File: src/rtl/dpll_loop_controller.sv
// ---------------------------------------------------------------------------
// dpll_loop_controller
// Sequencing controller for the digital PLL loop: pulses the phase detector
// reset, synchronizes and samples its dir output, and steps the DCO control
// word through coarse acquisition and fine tracking, reporting lock.
// Revision: 1.0 - initial release
// ---------------------------------------------------------------------------
`default_nettype none

module dpll_loop_controller #(
  parameter int CW         = 8,
  parameter int CW_INIT    = 128,
  parameter int STEP_ACQ   = 8,
  parameter int STEP_TRK   = 1,
  parameter int UPD_INT    = 4,
  parameter int PD_RST_CYC = 4,
  parameter int LOCK_CNT   = 8,
  parameter int RELOCK_RUN = 4
) (
  input  logic          f_ref,
  input  logic          rst,
  input  logic          en,
  input  logic          dir,
  output logic          pd_rst,
  output logic [CW-1:0] ctrl,
  output logic          locked,
  output logic [1:0]    state
);

  localparam int UPD_W = (UPD_INT > 1) ? $clog2(UPD_INT) : 1;
  localparam int PD_W  = (PD_RST_CYC > 1) ? $clog2(PD_RST_CYC) : 1;
  localparam int LK_W  = $clog2(LOCK_CNT + 1);
  localparam int RN_W  = $clog2(RELOCK_RUN + 1);

  localparam logic [UPD_W-1:0] C_UPD_LAST = UPD_W'(UPD_INT - 1);
  localparam logic [PD_W-1:0]  C_PD_LAST  = PD_W'(PD_RST_CYC - 1);
  localparam logic [LK_W-1:0]  C_LOCK_MAX = LK_W'(LOCK_CNT);
  localparam logic [RN_W-1:0]  C_RUN_LAST = RN_W'(RELOCK_RUN - 1);
  localparam logic [CW-1:0]    C_INIT     = CW'(CW_INIT);

  typedef enum logic [1:0] {
    S_IDLE    = 2'd0,
    S_PD_INIT = 2'd1,
    S_ACQUIRE = 2'd2,
    S_TRACK   = 2'd3
  } state_t;

  state_t           state_q, state_d;
  logic [CW-1:0]    ctrl_q, ctrl_d;
  logic             pd_rst_q, pd_rst_d;
  logic             locked_q, locked_d;
  logic [PD_W-1:0]  pd_cnt_q, pd_cnt_d;
  logic [UPD_W-1:0] upd_cnt_q, upd_cnt_d;
  logic [LK_W-1:0]  lock_cnt_q, lock_cnt_d;
  logic [RN_W-1:0]  run_cnt_q, run_cnt_d;
  logic             prev_dir_q, prev_dir_d;
  logic             prev_valid_q, prev_valid_d;
  logic             dir_meta_q, dir_s_q;

  logic             w_strobe;
  logic             w_rev;
  logic [CW-1:0]    w_step;
  logic [CW:0]      w_sum;
  logic [CW-1:0]    w_ctrl_stepped;

  // Two-flop synchronizer for the asynchronous phase detector output
  always_ff @(posedge f_ref or negedge rst) begin
    if (!rst) begin
      dir_meta_q <= 1'b0;
      dir_s_q    <= 1'b0;
    end else begin
      dir_meta_q <= dir;
      dir_s_q    <= dir_meta_q;
    end
  end

  // Saturating step of the control word in the direction of dir_s
  always_comb begin
    w_step         = (state_q == S_ACQUIRE) ? CW'(STEP_ACQ) : CW'(STEP_TRK);
    w_sum          = {1'b0, ctrl_q} + {1'b0, w_step};
    w_ctrl_stepped = ctrl_q;
    if (dir_s_q) begin
      w_ctrl_stepped = w_sum[CW] ? {CW{1'b1}} : w_sum[CW-1:0];
    end else begin
      w_ctrl_stepped = (ctrl_q < w_step) ? '0 : (ctrl_q - w_step);
    end
  end

  // Next-state logic: sequencing, update strobe, reversal and lock bookkeeping
  always_comb begin
    state_d      = state_q;
    ctrl_d       = ctrl_q;
    pd_rst_d     = pd_rst_q;
    locked_d     = locked_q;
    pd_cnt_d     = pd_cnt_q;
    upd_cnt_d    = upd_cnt_q;
    lock_cnt_d   = lock_cnt_q;
    run_cnt_d    = run_cnt_q;
    prev_dir_d   = prev_dir_q;
    prev_valid_d = prev_valid_q;

    w_strobe = ((state_q == S_ACQUIRE) || (state_q == S_TRACK)) && (upd_cnt_q == C_UPD_LAST);
    w_rev    = prev_valid_q && (dir_s_q != prev_dir_q);

    case (state_q)
      S_IDLE: begin
        ctrl_d   = C_INIT;
        pd_rst_d = 1'b0;
        locked_d = 1'b0;
        if (en) begin
          state_d  = S_PD_INIT;
          pd_cnt_d = '0;
        end
      end

      S_PD_INIT: begin
        pd_rst_d = 1'b0;
        if (pd_cnt_q == C_PD_LAST) begin
          state_d      = S_ACQUIRE;
          pd_rst_d     = 1'b1;
          upd_cnt_d    = '0;
          prev_valid_d = 1'b0;
        end else begin
          pd_cnt_d = pd_cnt_q + PD_W'(1);
        end
      end

      S_ACQUIRE: begin
        upd_cnt_d = w_strobe ? '0 : (upd_cnt_q + UPD_W'(1));
        if (w_strobe) begin
          ctrl_d       = w_ctrl_stepped;
          prev_dir_d   = dir_s_q;
          prev_valid_d = 1'b1;
          if (w_rev) begin
            state_d    = S_TRACK;
            lock_cnt_d = '0;
            run_cnt_d  = '0;
          end
        end
      end

      S_TRACK: begin
        upd_cnt_d = w_strobe ? '0 : (upd_cnt_q + UPD_W'(1));
        // Lock is reported one cycle after the reversal count saturates and
        // then sticks for as long as we stay in tracking.
        if (lock_cnt_q == C_LOCK_MAX) begin
          locked_d = 1'b1;
        end
        if (w_strobe) begin
          ctrl_d       = w_ctrl_stepped;
          prev_dir_d   = dir_s_q;
          prev_valid_d = 1'b1;
          if (w_rev) begin
            lock_cnt_d = (lock_cnt_q == C_LOCK_MAX) ? lock_cnt_q : (lock_cnt_q + LK_W'(1));
            run_cnt_d  = '0;
          end else begin
            lock_cnt_d = '0;
            run_cnt_d  = run_cnt_q + RN_W'(1);
            // A long one-sided run means we slipped out of lock: go coarse.
            if (run_cnt_q == C_RUN_LAST) begin
              state_d      = S_ACQUIRE;
              locked_d     = 1'b0;
              upd_cnt_d    = '0;
              prev_valid_d = 1'b0;
              run_cnt_d    = '0;
            end
          end
        end
      end

      default: begin
        state_d = S_IDLE;
      end
    endcase

    // Disable wins over everything, including a coincident update.
    if (!en) begin
      state_d      = S_IDLE;
      ctrl_d       = C_INIT;
      pd_rst_d     = 1'b0;
      locked_d     = 1'b0;
      pd_cnt_d     = '0;
      upd_cnt_d    = '0;
      lock_cnt_d   = '0;
      run_cnt_d    = '0;
      prev_dir_d   = 1'b0;
      prev_valid_d = 1'b0;
    end
  end

  // State and datapath registers
  always_ff @(posedge f_ref or negedge rst) begin
    if (!rst) begin
      state_q      <= S_IDLE;
      ctrl_q       <= C_INIT;
      pd_rst_q     <= 1'b0;
      locked_q     <= 1'b0;
      pd_cnt_q     <= '0;
      upd_cnt_q    <= '0;
      lock_cnt_q   <= '0;
      run_cnt_q    <= '0;
      prev_dir_q   <= 1'b0;
      prev_valid_q <= 1'b0;
    end else begin
      state_q      <= state_d;
      ctrl_q       <= ctrl_d;
      pd_rst_q     <= pd_rst_d;
      locked_q     <= locked_d;
      pd_cnt_q     <= pd_cnt_d;
      upd_cnt_q    <= upd_cnt_d;
      lock_cnt_q   <= lock_cnt_d;
      run_cnt_q    <= run_cnt_d;
      prev_dir_q   <= prev_dir_d;
      prev_valid_q <= prev_valid_d;
    end
  end

  assign pd_rst = pd_rst_q;
  assign ctrl   = ctrl_q;
  assign locked = locked_q;
  assign state  = state_q;

endmodule

`default_nettype wire

File: config.mk
export PLATFORM = sky130hd
export DESIGN_NAME = dpll_loop_controller
export DESIGN_NICKNAME = d
export VERILOG_FILES = /design/src/rtl/dpll_loop_controller.sv
export SDC_FILE = /design/constraint.sdc
export NUM_CORES = 1
export LEC_CHECK = 0
export CORE_UTILIZATION = 55
export DETAILED_ROUTE_END_ITERATION = 16
export DONT_BUFFER_PORTS = 1
export PLACE_DENSITY_LB_ADDON = 0.08
export SLEW_MARGIN = 20
export SYNTH_ARGS = -nofsm -noshare
export SYNTH_HDL_FRONTEND = slang
export SYNTH_SLANG_ARGS = --single-unit
File: constraint.sdc
create_clock -name f_ref -period 3.3 [get_ports f_ref]
set_input_delay 0.66 -clock f_ref [delete_from_list [all_inputs] [get_ports f_ref]]
set_output_delay 0.66 -clock f_ref [all_outputs]
set_load 0.1 [all_outputs]
==> flow_results.xml, run 1 <==
<?xml version="1.0" encoding="UTF-8"?>
<metrics>
  <group name="routing">
    <metric name="drc_errors" unit="">0</metric>
    <metric name="postRouteAntennaNets" unit="">0</metric>
    <metric name="dr_total_vias" unit="">1656</metric>
    <metric name="drt-initial-drc-count" unit="">122</metric>
    <metric name="drt-wirelength-per-cell" unit="um">17.13</metric>
    <metric name="detail_route.wirelength" unit="um">4522</metric>
    <metric name="drt_pre_antenna_iters" unit="">4</metric>
    <metric name="vias_per_cell" unit="">6.273</metric>
  </group>
  <group name="pwr">
    <metric name="p_seq_share" unit="%">63.8</metric>
    <metric name="power_density_normalized_to_cell_area" unit="nW/um2">263.9</metric>
    <metric name="share_clk_of_total_power" unit="%">27.3</metric>
    <metric name="internal-power" unit="uW">396.4</metric>
    <metric name="power.share.combinational" unit="%">9.0</metric>
    <metric name="design_power_total" unit="uW">536.3</metric>
    <metric name="power.share.switching" unit="%">26.08</metric>
    <metric name="net-switching-power" unit="uW">139.9</metric>
    <metric name="vdd_drop_max" unit="uV">213.5</metric>
    <metric name="leakagePower" unit="nW">0.8915</metric>
  </group>
  <group name="floorplanning">
    <metric name="die-height" unit="um">61.48</metric>
    <metric name="fp.coreArea" unit="um2">3363</metric>
    <metric name="floorplan.io_pins" unit="">16</metric>
    <metric name="floorplan.initialDensity" unit="%">57.85</metric>
    <metric name="rows" unit="">21</metric>
    <metric name="chipWidth" unit="um">61.48</metric>
    <metric name="die-area" unit="um2">3779</metric>
  </group>
  <group name="yosys">
    <metric name="synth_top_area_share" unit="%">33.44</metric>
    <metric name="synth_largest_area_cell" unit="">dfrtp_1</metric>
    <metric name="synthesis.yosys.warnings" unit="">0</metric>
    <metric name="synth_ff_type" unit="">dfrtp_1</metric>
    <metric name="synth_enable_flop_cells" unit="">0</metric>
    <metric name="synth-async-reset-ratio" unit="%">100.0</metric>
    <metric name="ys_seq_area_share" unit="%">34.79</metric>
    <metric name="post_synth.cell_area_avg" unit="um2">8.925</metric>
    <metric name="yosys_register_bits" unit="">27</metric>
    <metric name="mappedNetlistArea" unit="um2">1946</metric>
    <metric name="netlist-cell-type-count" unit="">57</metric>
    <metric name="synthesis.instances" unit="">218</metric>
    <metric name="synthTopCellsByArea" unit="">dfrtp_1, ha_1, nand2_1, a21oi_1, inv_1</metric>
    <metric name="mappedNetlistNets" unit="">233</metric>
  </group>
  <group name="worst_hold_path">
    <metric name="hold_class" unit="">in -&gt; async</metric>
  </group>
  <group name="sta">
    <metric name="final_number_of_hold_violating_endpoints" unit="">0</metric>
    <metric name="final.setup.tns" unit="ns">0</metric>
    <metric name="finalCritPeriodShare" unit="%">78.50</metric>
    <metric name="report.final.setup_viol" unit="">0</metric>
    <metric name="max_freq" unit="MHz">386.0</metric>
    <metric name="final_critical_path_setup_slack" unit="ns">0.7094</metric>
    <metric name="tightest_slew" unit="ns">0.9264</metric>
    <metric name="finalClockSkew" unit="ns">0.004424</metric>
    <metric name="min_period" unit="ns">2.591</metric>
    <metric name="drv_slew" unit="">0</metric>
    <metric name="rsz0062_at_grt" unit="">false</metric>
    <metric name="slew_headroom" unit="%">38.24</metric>
  </group>
  <group name="layout">
    <metric name="final_net_count" unit="">234</metric>
    <metric name="drive_gt1_share" unit="%">10.09</metric>
    <metric name="final_cell_mix" unit="">dfrtp_1, nand2_1, inv_1</metric>
    <metric name="final_core_utilization" unit="%">60.42</metric>
    <metric name="layout.cells.most_common" unit="">dfrtp_1</metric>
    <metric name="number_of_inserted_diodes" unit="">0</metric>
    <metric name="area_delta_synth_final" unit="%">4.437</metric>
  </group>
  <group name="setup_path">
    <metric name="rr_worst_depth" unit="">10</metric>
    <metric name="cp.arrival" unit="ns">2.83</metric>
    <metric name="path_common_cell" unit="">ha_1</metric>
    <metric name="reg2reg_setup_slack" unit="ns">0.71</metric>
    <metric name="critical_path.startpoint_type" unit="">register</metric>
    <metric name="worstPathMaxFanout" unit="">5</metric>
    <metric name="critical_path.endpoint_type" unit="">register</metric>
    <metric name="cell_chain_critical_path" unit="">nor2b_1 &gt; buf_4 &gt; inv_1 &gt; ha_1 &gt; ha_1 &gt; or2b_2 &gt; a2111oi_4 &gt; nand4b_1 &gt; a211oi_1 &gt; a221o_1</metric>
    <metric name="critical_path_buf_inv_count" unit="">2</metric>
    <metric name="critical_path.top_delay_family" unit="">compound AO/OA/AOI/OAI gates</metric>
    <metric name="cp_num_cells" unit="">10</metric>
    <metric name="criticalPathCategory" unit="">reg -&gt; reg</metric>
    <metric name="critical-path-slowest-cell" unit="">dfrtp_1</metric>
    <metric name="worstPathRequired" unit="ns">3.53</metric>
    <metric name="worst_path_largest_cell_delay" unit="ns">0.40</metric>
  </group>
  <group name="clock_tree">
    <metric name="htree_levels" unit="">1</metric>
    <metric name="cts.path.max_buffers" unit="">2</metric>
    <metric name="clock-sinks" unit="">27</metric>
    <metric name="tritoncts.num_buffers" unit="">3</metric>
    <metric name="cts.repair.resized" unit="">0</metric>
    <metric name="cts-root-buf" unit="">clkbuf_4</metric>
    <metric name="clk_latency" unit="ns">0.33</metric>
    <metric name="tritoncts_clock_tree" unit="">built</metric>
    <metric name="clock_edge_transition_at_the_registers_on_the_reported_setup_and_hold_paths" unit="ns">0.15</metric>
  </group>
  <group name="placement">
    <metric name="dp_slack" unit="ns">0.7616</metric>
    <metric name="port_buffers" unit="">0</metric>
    <metric name="detailed_place_hpwl" unit="um">3263</metric>
    <metric name="globalplace.congestion" unit="">0.9252</metric>
  </group>
  <group name="global_routing">
    <metric name="grt_antenna_before_repair" unit="">0</metric>
    <metric name="grt_overflow" unit="">0</metric>
    <metric name="grt_usage" unit="%">27.56</metric>
    <metric name="grt_start_max_net_pins" unit="">27</metric>
    <metric name="global_route_wire_length_before_repair" unit="um">7679</metric>
    <metric name="grt_pass1_vias" unit="">1607</metric>
  </group>
  <group name="run">
    <metric name="maxCapViolCount" unit="">0</metric>
  </group>
  <group name="outcome">
    <metric name="outcome" unit="">completed</metric>
  </group>
</metrics>
## cell families (layout without fill, tap and decap cells)
kind of cell / count (synthesis) / after routing / share of synthesized area [%]
AND/OR/NAND/NOR: 75 / 75 / 20.96
buffers and inverters: 29 / 29 / 7.524
AO/OA/AOI/OAI: 66 / 66 / 24.89
flip-flops: 27 / 27 / 34.79
adder cells (fa/ha/maj): 11 / 11 / 7.074
multiplexers: 2 / 2 / 1.157
XOR/XNOR: 8 / 8 / 3.601
## power by group through the flow
stage / Clock, mW / Combinational [mW] / Sequential [mW]
floorplan: 0 / 0.0273 / 0.352
global placement: 0 / 0.0373 / 0.348
detailed placement: 0 / 0.0390 / 0.348
CTS: 0.155 / 0.0484 / 0.342
global route: 0.165 / 0.0543 / 0.343
finish: 0.146 / 0.0480 / 0.342
## cell type report
type / count / area [um2]
clock buffers: 3 / 22.52
multi-input cells: 162 / 1122
well taps: 46 / 57.56
fillers: 323 / 1331
inverters: 14 / 52.55
clock inverters: 1 / 5.005
flip-flops and latches: 27 / 676.9
repair buffers: 11 / 95.09
## metal layers
| layer | vias to the layer above | global-route usage [%] | part of all wire, % |
|---|---|---|---|
| met1 | 814 | 38.40 | 48 |
| met3 | 2 | 5.882 | 5.9 |
| li1 | 796 | - | - |
| met4 | 0 | 4.762 | 0.42 |
| met2 | 44 | 44.88 | 46 |
| met5 | - | 0 | 0 |
## sequential cells by signal (all words and copies together) (netlist names)
register,flops
prev_valid_q,1
locked,1
ctrl,8
lock_cnt_q,4
upd_cnt_q,2
state,2
pd_cnt_q,2
prev_dir_q,1
dir_s_q,1
dir_meta_q,1
pd_rst,1
run_cnt_q,3
## metrics by stage
| stage | area (um2) | hold WS (ns) | std cells |
|---|---|---|---|
| global route | 2032 | 0.1027 | 264 |
| finish | 2032 | 0.1116 | 264 |
| floorplan | 1946 | 0.3312 | 218 |
| detailed placement | 1984 | 0.3498 | 259 |
| CTS | 2032 | 0.1100 | 264 |
| global placement | 1984 | 0.3386 | 259 |
## path summary, 6_finish.rpt
kind,start,to
max,state[1],ctrl[5]
min,rst,ctrl[1]
max reg2reg,state[1],ctrl[5]
min reg2reg,dir_meta_q,dir_s_q
max in group asynchronous,rst,lock_cnt_q[1]
min in group f_ref,dir,dir_meta_q
## Yosys cell counts, types with 3 or more instances
library cell / n
nand3_1: 9
a22oi_1: 3
nor2_1: 12
dfrtp_1: 26
o21a_1: 3
clkbuf_1: 5
nand3b_1: 3
inv_1: 14
xor2_1: 4
and3_1: 4
and2_1: 4
buf_2: 3
a21oi_1: 11
xnor2_1: 4
o31ai_1: 7
nand2_1: 17
buf_6: 3
o21ai_0: 10
buf_4: 3
nand2b_1: 4
ha_1: 11
nand4_1: 3
nor2b_1: 7
## repair_timing
item	in CTS	in global routing
endpoints found under the hold margin	26	0
buffers inserted	0	0
hold buffers	1	0
(Power assumes the default switching activity.)
==> run 2, diff against run 1 <==
==> constraint.sdc (replaced) <==
create_clock -name f_ref -period 2.45 [get_ports f_ref]
set_input_delay 0.49 -clock f_ref [delete_from_list [all_inputs] [get_ports f_ref]]
set_output_delay 0.49 -clock f_ref [all_outputs]
set_load 0.1 [all_outputs]
==> flow_results.xml, run 2 (synthesis gave the netlist of run 1 again) <==
<?xml version="1.0" encoding="UTF-8"?>
<metrics>
  <group name="sta">
    <metric name="report.final.setup_viol" unit="">0</metric>
    <metric name="min_period" unit="ns">2.318</metric>
    <metric name="final_number_of_hold_violating_endpoints" unit="">0</metric>
    <metric name="rsz0062_at_grt" unit="">false</metric>
    <metric name="max_freq" unit="MHz">431.4</metric>
    <metric name="finalClockSkew" unit="ns">0.008250</metric>
    <metric name="tightest_slew" unit="ns">0.4822</metric>
    <metric name="final.setup.tns" unit="ns">0</metric>
    <metric name="finalCritPeriodShare" unit="%">94.62</metric>
    <metric name="slew_headroom" unit="%">67.85</metric>
    <metric name="drv_slew" unit="">0</metric>
  </group>
  <group name="setup_path">
    <metric name="worst_path_largest_cell_delay" unit="ns">0.49</metric>
    <metric name="cell_chain_critical_path" unit="">nor2b_1 &gt; inv_4 &gt; ha_4 &gt; ha_4 &gt; or2b_4 &gt; a2111oi_4 &gt; nand4b_1 &gt; nor2_1 &gt; a221o_1</metric>
    <metric name="critical_path.startpoint_type" unit="">register</metric>
    <metric name="critical_path_buf_inv_count" unit="">1</metric>
    <metric name="cp.arrival" unit="ns">2.55</metric>
    <metric name="reg_to_reg_critical_path_endpoint" unit="">ctrl[5]</metric>
    <metric name="rr_startpoint" unit="">state[1]</metric>
    <metric name="worstPathMaxFanout" unit="">5</metric>
    <metric name="critical_path.top_delay_family" unit="">simple AND/OR/NAND/NOR gates</metric>
    <metric name="reg2reg_setup_slack" unit="ns">0.13</metric>
    <metric name="critical_path.endpoint_type" unit="">register</metric>
    <metric name="path_common_cell" unit="">ha_4</metric>
    <metric name="criticalPathCategory" unit="">reg -&gt; reg</metric>
    <metric name="worstPathRequired" unit="ns">2.68</metric>
    <metric name="critical-path-slowest-cell" unit="">dfrtp_4</metric>
    <metric name="rr_worst_depth" unit="">9</metric>
  </group>
  <group name="clock_tree">
    <metric name="cts-root-buf" unit="">clkbuf_4</metric>
    <metric name="clock-sinks" unit="">27</metric>
    <metric name="clk_latency" unit="ns">0.32</metric>
    <metric name="tritoncts.num_buffers" unit="">3</metric>
    <metric name="tritoncts_clock_tree" unit="">built</metric>
    <metric name="clock_edge_transition_at_the_registers_on_the_reported_setup_and_hold_paths" unit="ns">0.16</metric>
    <metric name="htree_levels" unit="">1</metric>
    <metric name="post_cts_setup_buffer_count" unit="">0</metric>
    <metric name="cts.path.max_buffers" unit="">2</metric>
  </group>
  <group name="floorplanning">
    <metric name="chipWidth" unit="um">61.48</metric>
    <metric name="floorplan.initialDensity" unit="%">57.85</metric>
    <metric name="die-area" unit="um2">3779</metric>
    <metric name="fp.coreArea" unit="um2">3363</metric>
    <metric name="rows" unit="">21</metric>
    <metric name="die-height" unit="um">61.48</metric>
    <metric name="floorplan.io_pins" unit="">16</metric>
  </group>
  <group name="routing">
    <metric name="drt_pre_antenna_iters" unit="">4</metric>
    <metric name="drc_errors" unit="">0</metric>
    <metric name="drt-wirelength-per-cell" unit="um">15.92</metric>
    <metric name="vias_per_cell" unit="">6.073</metric>
    <metric name="dr_total_vias" unit="">1664</metric>
    <metric name="postRouteAntennaNets" unit="">0</metric>
    <metric name="detail_route.wirelength" unit="um">4361</metric>
    <metric name="drt-initial-drc-count" unit="">136</metric>
  </group>
  <group name="layout">
    <metric name="number_of_inserted_diodes" unit="">0</metric>
    <metric name="final_design_area_no_fill" unit="um2">2170</metric>
    <metric name="drive_gt1_share" unit="%">17.98</metric>
    <metric name="final_net_count" unit="">244</metric>
    <metric name="final_core_utilization" unit="%">64.51</metric>
    <metric name="largest_register_ffs" unit="">8</metric>
    <metric name="n_fill_cell" unit="">297</metric>
    <metric name="final_cell_mix" unit="">dfrtp_1, buf_4, nand2_1</metric>
    <metric name="area_delta_synth_final" unit="%">11.51</metric>
    <metric name="layout.cells.most_common" unit="">dfrtp_1</metric>
  </group>
  <group name="global_routing">
    <metric name="grt_pass1_vias" unit="">1592</metric>
    <metric name="grt_start_max_net_pins" unit="">28</metric>
    <metric name="global_route_wire_length_before_repair" unit="um">7169</metric>
    <metric name="grt_overflow" unit="">0</metric>
    <metric name="grt_antenna_before_repair" unit="">0</metric>
    <metric name="grt_usage" unit="%">25.71</metric>
  </group>
  <group name="pwr">
    <metric name="power_density_normalized_to_cell_area" unit="nW/um2">336.7</metric>
    <metric name="leakagePower" unit="nW">0.9498</metric>
    <metric name="vdd_drop_max" unit="uV">260.0</metric>
  </group>
  <group name="placement">
    <metric name="globalplace.congestion" unit="">0.9924</metric>
    <metric name="dpl_cell_area" unit="um2">2108</metric>
    <metric name="detailed_place_hpwl" unit="um">3236</metric>
    <metric name="port_buffers" unit="">0</metric>
  </group>
  <group name="worst_hold_path">
    <metric name="hold_start" unit="">dir</metric>
    <metric name="hold_path_depth" unit="">0</metric>
    <metric name="hold_class" unit="">in -&gt; reg</metric>
    <metric name="whs_endpoint" unit="">dir_meta_q</metric>
  </group>
  <group name="outcome">
    <metric name="outcome" unit="">completed</metric>
  </group>
  <group name="run">
    <metric name="maxCapViolCount" unit="">0</metric>
  </group>
</metrics>
run 2: per-layer routing:
metal / GRT usage (%) / routed length (um) / share of wire (%) / vias to the layer above
li1: - / - / - / 820
met1: 31.75 / 1921 / 44 / 821
met2: 47.98 / 2304 / 53 / 19
met3: 2.101 / 82 / 1.9 / 4
met4: 6.984 / 53 / 1.2 / 0
met5: 0 / 0 / 0 / -
run 2: how the worst max path moves through the flow:
stage | cells past startpoint | to | slack (ns) | start
after CTS | 10 | ctrl[0] | 0.15 | state[1]
after global placement | 9 | ctrl[5] | 0.19 | state[1]
final | 9 | ctrl[5] | 0.13 | state[1]
after floorplan | 10 | ctrl[5] | -0.11 | state[1]
after global routing | 8 | ctrl[3] | 0.01 | state[1]
after detailed placement | 9 | ctrl[5] | 0.16 | state[1]
run 2: power by group:
part	leakage (nW)	internal, mW	total (mW)	switching [mW]
Clock	0.0177	0.0612	0.198	0.136
Sequential	0.360	0.452	0.459	0.00635
Combinational	0.572	0.0254	0.0742	0.0488
Total	0.950	0.539	0.730	0.192
run 2: what timing repair did:
| action | in CTS | in global routing |
|---|---|---|
| gates resized for setup | 0 | 1 |
| endpoints found under the setup margin | 0 | 5 |
| hold buffers | 2 | 0 |
| endpoints found under the hold margin | 27 | 0 |
run 2: through the flow:
step	std cells	power (mW)	hold slack, ns	setup WS, ns
6_report	274	0.7304	0.1689	0.1317
4_1_cts	274	0.7368	0.1547	0.1455
3_5_place_dp	268	0.5268	0.1949	0.1575
3_3_place_gp	268	0.5234	0.1950	0.1915
2_1_floorplan	218	0.5113	0.1944	-0.1125
5_1_grt	274	0.7574	0.1484	0.01119
run 2: final cells by class:
cell class	instances	area, um2	area share [%]
Clock buffer	3	22.52	1.038
Sequential cell	27	683.2	31.49
Clock inverter	1	5.005	0.2307
Inverter	14	55.05	2.537
Timing Repair Buffer	21	172.7	7.958
Multi-Input combinational cell	162	1174	54.09
Tap cell	46	57.56	2.653
==> run 3, diff against run 2 <==
--- a/config.mk
+++ b/config.mk
@@ -6,9 +6,11 @@
 export NUM_CORES = 1
 export LEC_CHECK = 0
 export CORE_UTILIZATION = 55
+export CTS_CLUSTER_SIZE = 16
 export DETAILED_ROUTE_END_ITERATION = 16
 export DONT_BUFFER_PORTS = 1
 export PLACE_DENSITY_LB_ADDON = 0.08
+export REMOVE_ABC_BUFFERS = 1
 export SLEW_MARGIN = 20
 export SYNTH_ARGS = -nofsm -noshare
 export SYNTH_HDL_FRONTEND = slang
==> flow_results.xml, run 3 (synthesis gave the netlist of run 1 again) <==
<?xml version="1.0" encoding="UTF-8"?>
<metrics>
  <group name="outcome">
    <metric name="outcome" unit="">completed</metric>
  </group>
  <group name="clock_tree">
    <metric name="clk_latency" unit="ns">0.32</metric>
    <metric name="cts-root-buf" unit="">clkbuf_4</metric>
    <metric name="tritoncts.num_buffers" unit="">3</metric>
    <metric name="clock_edge_transition_at_the_registers_on_the_reported_setup_and_hold_paths" unit="ns">0.15</metric>
    <metric name="clock-sinks" unit="">27</metric>
    <metric name="post_cts_setup_buffer_count" unit="">0</metric>
    <metric name="tritoncts_clock_tree" unit="">built</metric>
    <metric name="htree_levels" unit="">1</metric>
    <metric name="cts.path.max_buffers" unit="">2</metric>
  </group>
  <group name="pwr">
    <metric name="design_power_total" unit="uW">728.9</metric>
    <metric name="power.share.switching" unit="%">25.97</metric>
    <metric name="share_clk_of_total_power" unit="%">27.3</metric>
    <metric name="net-switching-power" unit="uW">189.3</metric>
    <metric name="power_density_normalized_to_cell_area" unit="nW/um2">348.2</metric>
    <metric name="internal-power" unit="uW">539.6</metric>
    <metric name="p_seq_share" unit="%">62.8</metric>
    <metric name="power.share.combinational" unit="%">9.9</metric>
    <metric name="vdd_drop_max" unit="uV">293.4</metric>
    <metric name="leakagePower" unit="nW">0.9213</metric>
  </group>
  <group name="layout">
    <metric name="number_of_inserted_diodes" unit="">0</metric>
    <metric name="largest_register_ffs" unit="">8</metric>
    <metric name="final_core_utilization" unit="%">62.24</metric>
    <metric name="final_cell_mix" unit="">dfrtp_1, nand2_1, buf_4</metric>
    <metric name="layout.cells.most_common" unit="">dfrtp_1</metric>
    <metric name="area_delta_synth_final" unit="%">7.589</metric>
    <metric name="final_cells" unit="">271</metric>
    <metric name="final_net_count" unit="">241</metric>
    <metric name="drive_gt1_share" unit="%">13.33</metric>
  </group>
  <group name="worst_hold_path">
    <metric name="hold_class" unit="">in -&gt; reg</metric>
    <metric name="hold_path_depth" unit="">0</metric>
    <metric name="hold_start" unit="">dir</metric>
    <metric name="whs_endpoint" unit="">dir_meta_q</metric>
  </group>
  <group name="global_routing">
    <metric name="grt_overflow" unit="">0</metric>
    <metric name="grt_start_max_net_pins" unit="">28</metric>
    <metric name="global_route_wire_length_before_repair" unit="um">7148</metric>
    <metric name="grt_antenna_before_repair" unit="">0</metric>
    <metric name="grt_pass1_vias" unit="">1598</metric>
    <metric name="grt_usage" unit="%">26.16</metric>
  </group>
  <group name="setup_path">
    <metric name="worstPathRequired" unit="ns">2.68</metric>
    <metric name="worstPathMaxFanout" unit="">5</metric>
    <metric name="critical_path.startpoint_type" unit="">register</metric>
    <metric name="cp.arrival" unit="ns">2.52</metric>
    <metric name="reg_to_reg_critical_path_endpoint" unit="">ctrl[5]</metric>
    <metric name="critical_path.endpoint_type" unit="">register</metric>
    <metric name="rr_worst_depth" unit="">9</metric>
    <metric name="reg2reg_setup_slack" unit="ns">0.16</metric>
    <metric name="rr_startpoint" unit="">state[1]</metric>
    <metric name="criticalPathCategory" unit="">reg -&gt; reg</metric>
  </group>
  <group name="placement">
    <metric name="detailed_place_hpwl" unit="um">3373</metric>
    <metric name="dpl.cell_count" unit="">265</metric>
    <metric name="port_buffers" unit="">0</metric>
    <metric name="globalplace.congestion" unit="">0.9032</metric>
  </group>
  <group name="sta">
    <metric name="tightest_slew" unit="ns">0.6413</metric>
    <metric name="final_number_of_hold_violating_endpoints" unit="">0</metric>
    <metric name="slew_headroom" unit="%">57.25</metric>
    <metric name="finalCritPeriodShare" unit="%">93.30</metric>
    <metric name="drv_slew" unit="">0</metric>
    <metric name="rsz0062_at_grt" unit="">false</metric>
    <metric name="report.final.setup_viol" unit="">0</metric>
    <metric name="min_period" unit="ns">2.286</metric>
    <metric name="finalClockSkew" unit="ns">0.004459</metric>
    <metric name="final.setup.tns" unit="ns">0</metric>
    <metric name="max_freq" unit="MHz">437.5</metric>
  </group>
  <group name="floorplanning">
    <metric name="floorplan.io_pins" unit="">16</metric>
    <metric name="rows" unit="">21</metric>
    <metric name="chipWidth" unit="um">61.48</metric>
    <metric name="die-height" unit="um">61.48</metric>
    <metric name="fp.coreArea" unit="um2">3363</metric>
    <metric name="floorplan.initialDensity" unit="%">57.85</metric>
    <metric name="die-area" unit="um2">3779</metric>
  </group>
  <group name="run">
    <metric name="maxCapViolCount" unit="">0</metric>
  </group>
  <group name="routing">
    <metric name="dr_total_vias" unit="">1730</metric>
    <metric name="detail_route.wirelength" unit="um">4589</metric>
    <metric name="drc_errors" unit="">0</metric>
    <metric name="drt-initial-drc-count" unit="">141</metric>
    <metric name="drt-wirelength-per-cell" unit="um">16.93</metric>
    <metric name="drt_pre_antenna_iters" unit="">4</metric>
    <metric name="postRouteAntennaNets" unit="">0</metric>
    <metric name="vias_per_cell" unit="">6.384</metric>
  </group>
</metrics>
==> run 3: worst max-delay path, stage by stage (launching register included) <==
cell,delay [ns]
dfrtp_1,0.40
nor2b_2,0.16
inv_2,0.08
ha_1,0.18
ha_1,0.18
or2b_4,0.31
a2111oi_4,0.35
nand4b_1,0.18
nor2_1,0.06
a221o_1,0.29
==> run 3: power groups by stage <==
stage / logic [mW] / registers, mW / clock network, mW
6_report: 0.0719 / 0.458 / 0.199
5_1_grt: 0.0800 / 0.459 / 0.223
4_1_cts: 0.0719 / 0.458 / 0.207
3_5_place_dp: 0.0570 / 0.466 / 0
3_3_place_gp: 0.0556 / 0.466 / 0
2_1_floorplan: 0.0305 / 0.477 / 0
==> run 3: worst max-delay path by stage <==
stage | from | end | slack (ns) | depth (start not counted)
after global routing | state[0] | ctrl[5] | 0.05 | 8
after CTS | state[1] | ctrl[5] | 0.06 | 9
after floorplan | state[1] | ctrl[5] | -1.07 | 8
after detailed placement | state[1] | ctrl[5] | 0.07 | 9
final | state[1] | ctrl[5] | 0.16 | 9
after global placement | state[0] | ctrl[5] | 0.12 | 8
==> run 3: layer usage <==
layer  global-route usage (%)  share of wire [%]
met4                    12.38                2.1
met3                    3.992                4.1
met2                    47.52                 52
met1                    30.03                 42
met5                        0                  0
==> run 3: area by class of cell <==
cell class                      count  area [um2]
Tap cell                           46       57.56
Multi-Input combinational cell    162        1130
Fill cell                         319        1270
Clock buffer                        4       26.28
Sequential cell                    27       676.9
Inverter                           14       52.55
Timing Repair Buffer               18       150.1
==> run 3: per-stage QoR <==
step / instance area (um2) / hold WS (ns) / setup slack, ns
CTS: 2086 / 0.1594 / 0.05522
global placement: 2029 / 0.1949 / 0.1220
detailed placement: 2029 / 0.1949 / 0.07382
floorplan: 1852 / 0.1944 / -1.067
finish: 2093 / 0.1739 / 0.1642
global route: 2093 / 0.1482 / 0.04597
==> run 3: repair_timing <==
action | 4_1_cts | 5_1_grt
hold endpoints to repair | 27 | 0
setup endpoints to repair | 0 | 3
resized for setup | 0 | 4
hold buffers | 2 | 0
